## src/rtl/cache_pkg.sv

```systemverilog
`default_nettype none
// ============================================================================
//  Module      : cache_pkg
//  Description : Shared types and default parameters for the data-cache
//                sequencing controller.
//  Contents    : cache_state_e        - controller state encoding
//                DEFAULT_TIMEOUT_CYC  - default memory-ack wait limit
//                DEFAULT_CNT_W        - default read-miss counter width
//  Revision    : 1.0 - initial release
// ============================================================================
package cache_pkg;

    typedef enum logic [2:0] {
        ST_IDLE    = 3'd0,
        ST_LOOKUP  = 3'd1,
        ST_MEM_RD  = 3'd2,
        ST_REFILL  = 3'd3,
        ST_MEM_WR  = 3'd4,
        ST_RESPOND = 3'd5
    } cache_state_e;

    localparam int DEFAULT_TIMEOUT_CYC = 256;
    localparam int DEFAULT_CNT_W       = 16;

endpackage
`default_nettype wire

```

## src/rtl/cache_timeout_cnt.sv

```systemverilog
`default_nettype none
// ============================================================================
//  Module      : cache_timeout_cnt
//  Description : Wait-cycle counter for an outstanding memory request.
//                o_expired is high while the count equals LIMIT-1, i.e. on
//                the LIMIT-th cycle of waiting since the last clear.
//  Ports       : clk_i     - clock
//                rst_ni    - asynchronous active-low reset
//                i_clear   - synchronous clear (has priority over i_en)
//                i_en      - count one more waited cycle
//                o_expired - wait limit reached this cycle
//  Revision    : 1.0 - initial release
// ============================================================================
module cache_timeout_cnt #(
    parameter int LIMIT = 256   // must be >= 2
) (
    input  logic clk_i,
    input  logic rst_ni,
    input  logic i_clear,
    input  logic i_en,
    output logic o_expired
);

    localparam int CNT_W = (LIMIT > 2) ? $clog2(LIMIT) : 1;
    localparam logic [CNT_W-1:0] c_last_cnt = CNT_W'(LIMIT - 1);

    logic [CNT_W-1:0] r_cnt;

    always_ff @(posedge clk_i or negedge rst_ni) begin
        if (!rst_ni) begin
            r_cnt <= '0;
        end else if (i_clear) begin
            r_cnt <= '0;
        end else if (i_en) begin
            r_cnt <= r_cnt + 1'b1;
        end
    end

    assign o_expired = (r_cnt == c_last_cnt);

endmodule
`default_nettype wire

```

## src/rtl/cache_ctrl_fsm.sv

```systemverilog
`default_nettype none
// ============================================================================
//  Module      : cache_ctrl_fsm
//  Description : Data-cache sequencing controller. Write-through,
//                read-allocate, write-no-allocate, one request in flight.
//                Owns lookup / miss / refill / write-through flow, array
//                write strobes and the memory request handshake.
//  Ports       : clk_i, rst_ni            - clock, async active-low reset
//                cpu_req_i/we_i/addr_i    - pipeline request (held to ready)
//                hit_i                    - tag compare, valid in LOOKUP
//                mem_ack_i                - 1-cycle memory completion
//                mem_req_o/we_o/addr_o    - memory request (level)
//                data_we_o, tag_we_o      - array write strobes
//                out_en_no                - active-low output-register enable
//                cpu_ready_o, cpu_stall_o - pipeline completion / stall
//                miss_cnt_o               - saturating read-miss count
//                timeout_err_o            - sticky memory timeout flag
//  Revision    : 1.0 - initial release
// ============================================================================
module cache_ctrl_fsm
    import cache_pkg::*;
#(
    parameter int TIMEOUT_CYC = DEFAULT_TIMEOUT_CYC,
    parameter int CNT_W       = DEFAULT_CNT_W
) (
    input  logic             clk_i,
    input  logic             rst_ni,
    input  logic             cpu_req_i,
    input  logic             cpu_we_i,
    input  logic [31:0]      cpu_addr_i,
    input  logic             hit_i,
    input  logic             mem_ack_i,
    output logic             mem_req_o,
    output logic             mem_we_o,
    output logic [31:0]      mem_addr_o,
    output logic             data_we_o,
    output logic             tag_we_o,
    output logic             out_en_no,
    output logic             cpu_ready_o,
    output logic             cpu_stall_o,
    output logic [CNT_W-1:0] miss_cnt_o,
    output logic             timeout_err_o
);

    cache_state_e     r_state;
    cache_state_e     w_next;
    logic             r_we;
    logic [31:0]      r_addr;
    logic [CNT_W-1:0] r_miss_cnt;
    logic             r_timeout_err;
    logic             w_wait;
    logic             w_expired;
    logic             w_miss_inc;
    logic             w_set_err;

    assign w_wait = (r_state == ST_MEM_RD) || (r_state == ST_MEM_WR);

    // Held in clear outside the wait states, so each wait starts from zero.
    cache_timeout_cnt #(
        .LIMIT (TIMEOUT_CYC)
    ) u_timeout (
        .clk_i     (clk_i),
        .rst_ni    (rst_ni),
        .i_clear   (!w_wait),
        .i_en      (w_wait && !mem_ack_i),
        .o_expired (w_expired)
    );

    always_ff @(posedge clk_i or negedge rst_ni) begin
        if (!rst_ni) begin
            r_state <= ST_IDLE;
        end else begin
            r_state <= w_next;
        end
    end

    always_comb begin
        w_next      = r_state;
        mem_req_o   = 1'b0;
        mem_we_o    = 1'b0;
        data_we_o   = 1'b0;
        tag_we_o    = 1'b0;
        out_en_no   = 1'b1;
        cpu_ready_o = 1'b0;
        cpu_stall_o = 1'b0;
        w_miss_inc  = 1'b0;
        w_set_err   = 1'b0;
        case (r_state)
            ST_IDLE: begin
                if (cpu_req_i) w_next = ST_LOOKUP;
            end
            ST_LOOKUP: begin
                cpu_stall_o = 1'b1;
                if (r_we) begin
                    // Store hit updates the line now; misses do not allocate.
                    data_we_o = hit_i;
                    w_next    = ST_MEM_WR;
                end else if (hit_i) begin
                    w_next = ST_RESPOND;
                end else begin
                    w_miss_inc = 1'b1;
                    w_next     = ST_MEM_RD;
                end
            end
            ST_MEM_RD: begin
                cpu_stall_o = 1'b1;
                mem_req_o   = 1'b1;
                // Ack on the limit cycle takes the normal path.
                if (mem_ack_i) begin
                    w_next = ST_REFILL;
                end else if (w_expired) begin
                    w_set_err = 1'b1;
                    w_next    = ST_RESPOND;
                end
            end
            ST_REFILL: begin
                cpu_stall_o = 1'b1;
                data_we_o   = 1'b1;
                tag_we_o    = 1'b1;
                w_next      = ST_RESPOND;
            end
            ST_MEM_WR: begin
                cpu_stall_o = 1'b1;
                mem_req_o   = 1'b1;
                mem_we_o    = 1'b1;
                if (mem_ack_i) begin
                    w_next = ST_RESPOND;
                end else if (w_expired) begin
                    w_set_err = 1'b1;
                    w_next    = ST_RESPOND;
                end
            end
            ST_RESPOND: begin
                out_en_no   = 1'b0;
                cpu_ready_o = 1'b1;
                w_next      = ST_IDLE;
            end
            default: begin
                w_next = ST_IDLE;
            end
        endcase
    end

    // Request is captured once at acceptance; later input changes are ignored.
    always_ff @(posedge clk_i or negedge rst_ni) begin
        if (!rst_ni) begin
            r_addr <= '0;
            r_we   <= 1'b0;
        end else if ((r_state == ST_IDLE) && cpu_req_i) begin
            r_addr <= cpu_addr_i;
            r_we   <= cpu_we_i;
        end
    end

    always_ff @(posedge clk_i or negedge rst_ni) begin
        if (!rst_ni) begin
            r_miss_cnt    <= '0;
            r_timeout_err <= 1'b0;
        end else begin
            if (w_miss_inc && (r_miss_cnt != {CNT_W{1'b1}})) begin
                r_miss_cnt <= r_miss_cnt + 1'b1;
            end
            if (w_set_err) begin
                r_timeout_err <= 1'b1;
            end
        end
    end

    assign mem_addr_o    = r_addr;
    assign miss_cnt_o    = r_miss_cnt;
    assign timeout_err_o = r_timeout_err;

endmodule
`default_nettype wire
```

## config.mk

```make
export PLATFORM = sky130hd
export DESIGN_NAME = cache_ctrl_fsm
export DESIGN_NICKNAME = d
export VERILOG_FILES = /design/src/rtl/cache_pkg.sv /design/src/rtl/cache_timeout_cnt.sv /design/src/rtl/cache_ctrl_fsm.sv
export SDC_FILE = /design/constraint.sdc
export NUM_CORES = 1
export LEC_CHECK = 0
export ABC_AREA = 1
export CAP_MARGIN = 30
export CORE_MARGIN = 4
export CORE_UTILIZATION = 40
export DETAILED_ROUTE_END_ITERATION = 10
export PLACE_DENSITY = 0.76
export SETUP_SLACK_MARGIN = 0.2
export SLEW_MARGIN = 10
export SYNTH_ARGS = -nofsm -noshare
export SYNTH_HDL_FRONTEND = slang
export SYNTH_SLANG_ARGS = --single-unit
```

## constraint.sdc

```tcl
create_clock -name clk_i -period 1.9 [get_ports clk_i]
set_clock_uncertainty 0.15 [all_clocks]
set_input_delay 0.38 -clock clk_i [delete_from_list [all_inputs] [get_ports clk_i]]
set_output_delay 0.38 -clock clk_i [all_outputs]
set_load 0.02 [all_outputs]
```

* Yosys cells after proc, flatten, opt, wreduce, memory -nomap -nowiden
Cells that the tools add are included.
** Cells by class
- Add/sub/neg operators :: 2
- Reductions and logical operators :: 8
- Eq/ne operators :: 9
- Multiplexer cells :: 23
** Operator list (number)
- two-way mux 3 bit :: 6
- adder 16 x 1 -> 16 bit (second input constant) :: 1
- two-way mux 8 bit :: 2
- != test 16 bit (second input constant) :: 1
- case mux 3 bit (5 select lines) :: 1
- two-way mux 1 bit :: 13
- adder 8 x 1 -> 8 bit (second input constant) :: 1
- == test 8 bit (second input constant) :: 1
- == test 3 x 2 -> 1 bit (second input constant) :: 2
- == test 3 bit (second input constant) :: 2
- OR reduction 4 bit :: 1
- == test 3 x 1 -> 1 bit (second input constant) :: 1
- logical AND 1 bit :: 3
- logical NOT 3 bit :: 1
- != test 2 x 1 -> 1 bit (second input constant) :: 1
- != test 2 bit (second input constant) :: 1
- case mux 1 bit (2 select lines) :: 1
- OR reduction 2 bit :: 1
- logical NOT 1 bit :: 1
- logical OR 1 bit :: 1
** Storage, ports and cells
- Output and inout port bits :: 56
- Register bits after elaboration :: 61
- Input port bits :: 38

* Depth between registers and ports, before layout
- Word-level depth :: 5
- Depth in mapped cells :: 9
- Depth with buffers taken out :: 8

* By module
A second synthesis with hierarchy kept.
** Second synthesis, totals
- Cell total of the unflattened synthesis :: 321
- Area, all modules :: 3085.5 µm²
** By module, submodules not included
- cache_ctrl_fsm :: cells an instance 260, area each 2642.5 µm², sequential area each 1326.3 µm², times used 1
- cache_timeout_cnt :: cells an instance 61, area each 442.9 µm², sequential area each 200.2 µm², times used 1

* Least setup slack after synthesis
Ideal clock, no wire load.
- Kind :: register -> register
- From :: reg r_miss_cnt[0] (netlist: miss_cnt_o[0])
- To :: reg r_miss_cnt[12] (netlist: miss_cnt_o[12])
- Required time :: 1633 ps
- Path buffers :: 1
- Cell stages (with the launch flop) :: 10
- Period minus slack after synthesis :: 1760 ps
- Library setup time :: 117 ps
- Data arrival time :: 1493 ps
- Path slack :: 140 ps
- Cell sequence :: dfrtp_1 -> ha_1 -> nand3_2 -> inv_2 -> nand2_4 -> nor2_2 -> nor2_4 -> buf_6 -> nand3_1 -> nand2_1
** Between the ends
- Longest elaborated chain between the ends :: 2
- Elaborated cells on any way between the ends :: 3
- Classes of those cells :: 1 x add/sub; 1 x eq/ne; 1 x reduce/logical
** Ends and longest elaborated chain
- start, declared :: line cache_ctrl_fsm.sv:49 : logic [CNT_W-1:0] r_miss_cnt;
- start signal, assigned :: line cache_ctrl_fsm.sv:161 : r_miss_cnt <= r_miss_cnt + 1'b1;
- branches (longest 2 deep; another with adder 16 x 1 -> 16 bit)
Several ways; the timed one is not identified.
A chain may end at the register's enable or synchronous reset.

* Worst setup path in the final report
- From :: in hit_i
- To :: out data_we_o
** Between the ends
- Longest elaborated chain between the ends :: 2
** Ends and longest elaborated chain
- start, declared :: line cache_ctrl_fsm.sv:31 : input logic hit_i,
- two-way mux 1 bit :: line cache_ctrl_fsm.sv:94 : if (r_we) begin
- case mux 1 bit (2 select lines) :: line cache_ctrl_fsm.sv:88 : case (r_state)
- end, declared :: line cache_ctrl_fsm.sv:36 : output logic data_we_o,
Every way passes these cells.

==> metrics.md <==
| Metric | Value |
|---|---|
| Initial core utilization | `0.418` |
| Power Total | `0.00592 W` |
| IO Count | `94` |
| Max Clk Rate | `0.531 GHz` |
| Post-Syn Nets | `348` |
| Cell count after synthesis | `308` |
| DRT Wirelength | `7020 um` |
| Setup TNS | `0 ns` |
| Worst path cell trace | `clkdlybuf4s50_1 > inv_2 > a211oi_2 > buf_4` |
| Worst-Margin Slew | `0.430 ns` |
| Nets | `472` |
| Core Region | `6910 sq um` |
| Max stage delay on crit path | `0.52 ns` |
| Initial antenna violation count | `0` |
| Worst vdd ir | `0.783 mV` |
| Antenna Cells | `0` |
| Chip Height | `93.0 um` |
| Clock Latency Late Sink | `0.33 ns` |
| Period minus WS final | `1.88 ns` |
| CTS root buffer | `clkbuf_8` |
| Area grow syn2layout | `49.7%` |
| GP Congestion | `0.824` |
| Critical path class | `input port to output port` |
| Register area | `1540 sq um` |
| Vias/cell | `4.77` |
| Share of post-route cells with drive strength above 1 | `0.249` |
| Post-synthesis register bit count | `61` |
| Cell Pwr Density | `1370 nW/um^2` |
| Top delay family on crit path | `buffers and inverters` |
| Bufs and invs on worst path | `3` |
| Vias in the first global route | `2,562` |
| Final period util | `0.992` |
| Max Cap Violations | `0` |
| Initial drt markers | `56` |
| GRT Overall Usage | `0.169` |
| Synth warn | `0` |
| Clock transition at path regs | `0.07 ns` |
| Detailed-route via count | `2,545` |
| Clock tree from TritonCTS | `built` |
| Crit start category | `input port` |
| Commonest cells after routing, fill and taps aside | `nand2_1 (83), dfrtp_1 (51), dlygate4sd2_1 (41)` |
| DIE AREA | `8650 sq um` |
| RSZ-0062 raised after global routing | `true` |
| Commonest non-fill, non-tap cell in the layout | `nand2_1` |
| Die X | `93.0 um` |
| Setup crit end kind | `output port` |
| First-pass GRT wire length | `11,500 um` |
| Slowest CP cell | `clkdlybuf4s50_1` |
| Arrival time at the worst endpoint | `1.35 ns` |
| Number of remaining DRC errors | `0` |
| Filler Cells Inserted | `604` |
| CP required | `1.37 ns` |
| WL/cell | `13.2 um` |
| Footprint of the multi-input gates | `1260 sq um` |
| Row cnt | `30` |
| First-pass iteration count of the detailed router | `4` |
| Detailed placer's ending HPWL | `5180 um` |
| Hold Path Class | `register to register` |
| Mapped Avg Cell Area | `9.38 sq um` |
| Final Max Slew Viols | `0` |
| Synth Cell Area | `2890 sq um` |
| Total grt overflow | `0` |
| Netlist cell types | `28` |
| PortBufs | `93` |
| Num CTS Buffers | `9` |
| Seq/Total Area, Yosys | `0.528` |
| Clock buffer depth | `2` |
| Status | `finished, final reports clean` |
| Relative slew slack | `0.713` |
| # clock sinks | `61` |
| Fin Hold WS | `0.313 ns` |
| DRT antenna net count | `0` |
| Final Util | `0.627` |
| Final setup viols | `0` |
| Htree depth | `3` |
| Largest net degree at the start of global routing | `35` |
| Final hold vios | `0` |
| Leak | `2.00 nW` |
| Worst-path maximum fanout | `2` |
-- power by group --
part           switching (W)  internal [W]  leakage (nW)
Sequential          0.000301       0.00177         0.746
Combinational        0.00151       0.00130          1.17
Clock               0.000532      0.000514        0.0811
Total                0.00234       0.00358          2.00
-- timing repair --
item	CTS	global route
endpoints found under the hold margin	15	0
resized for setup	101	24
hold buffers	1	0
setup buffers	3	1
setup endpoints to repair	69	31
pin swaps	1	1
-- final timing paths --
kind | startpoint | end | slack, ns | cells past startpoint
max | hit_i | data_we_o | 0.02 | 4
min | timeout_err_o$_DFFE_PN0P_ | timeout_err_o$_DFFE_PN0P_ | 0.31 | 2
max reg2reg | miss_cnt_o[1]$_DFFE_PN0P_ | miss_cnt_o[10]$_DFFE_PN0P_ | 0.28 | 9
min reg2reg | timeout_err_o$_DFFE_PN0P_ | timeout_err_o$_DFFE_PN0P_ | 0.31 | 2
max in group asynchronous | rst_ni | r_state[2]$_DFFE_PN0P_ | 0.69 | 3
min in group asynchronous | rst_ni | miss_cnt_o[7]$_DFFE_PN0P_ | 0.37 | 2
-- worst reg2reg max path, stage by stage, from the launching register on --
cell,delay [ns]
dfrtp_2,0.42
ha_4,0.17
nand3_2,0.12
inv_2,0.09
nand2_4,0.08
nor2_4,0.13
nor2_4,0.05
buf_12,0.14
nand2_1,0.09
o21ai_1,0.08
-- synthesized netlist by cell type --
master | count | area share
a211oi_1 | 1 | 0.0026
a21oi_1 | 6 | 0.010
buf_2 | 3 | 0.0052
buf_6 | 2 | 0.0078
dfrtp_1 | 61 | 0.53
ha_1 | 2 | 0.0087
inv_1 | 26 | 0.034
inv_2 | 6 | 0.0078
mux2_1 | 12 | 0.047
mux2_2 | 20 | 0.078
nand2_1 | 86 | 0.11
nand2_2 | 1 | 0.0022
nand2_4 | 1 | 0.0039
nand3_1 | 10 | 0.017
nand3_2 | 3 | 0.010
nand3b_1 | 1 | 0.0026
nand4_1 | 5 | 0.011
nor2_1 | 31 | 0.040
nor2_2 | 3 | 0.0065
nor2_4 | 1 | 0.0039
nor3_1 | 4 | 0.0069
nor4_1 | 1 | 0.0022
o211ai_1 | 1 | 0.0026
o21ai_0 | 5 | 0.0087
o21ai_1 | 7 | 0.012
o21ai_4 | 1 | 0.0056
o22ai_1 | 1 | 0.0022
xnor2_1 | 7 | 0.021
-- state kept, by name, indices dropped and copies added (netlist names) --
name,flops
u_timeout.r_cnt,8
r_we,1
miss_cnt_o,16
timeout_err_o,1
r_state,3
mem_addr_o,32
-- cell families after synthesis --
logic type / after synthesis / synth area share
xor+xnor: 7 / 0.0212
buf+inv: 37 / 0.0545
mux: 32 / 0.125
simple gates: 147 / 0.219
fa+ha+maj: 2 / 0.00866
compound gates: 22 / 0.0442
flops: 61 / 0.528
-- per-stage QoR --
stage | setup WS [ns] | std cells | cell area (sq um)
finish | 0.0150 | 533 | 4330
global route | -0.0392 | 533 | 4330
CTS | -0.00105 | 532 | 4270
detailed placement | -0.486 | 512 | 4090
global placement | -0.396 | 512 | 4090
floorplan | 0.228 | 308 | 2890
-- metal layers --
metal / wire length [um] / vias to the layer above / GRT usage
met5: 0 / - / 0
li1: - / 1244 / -
met2: 3660 / 74 / 0.300
met3: 570 / 12 / 0.0780
met1: 2690 / 1215 / 0.178
met4: 99 / 0 / 0.0537
-- area by class of cell --
type | instances | share of cell area
Clock buffer | 10 | 0.0318
Clock inverter | 6 | 0.0110
Inverter | 32 | 0.0283
Multi-Input combinational cell | 210 | 0.291
Sequential cell | 61 | 0.356
Tap cell | 96 | 0.0278
Timing Repair Buffer | 118 | 0.254
Note: power is estimated with default switching activity, not from simulation.
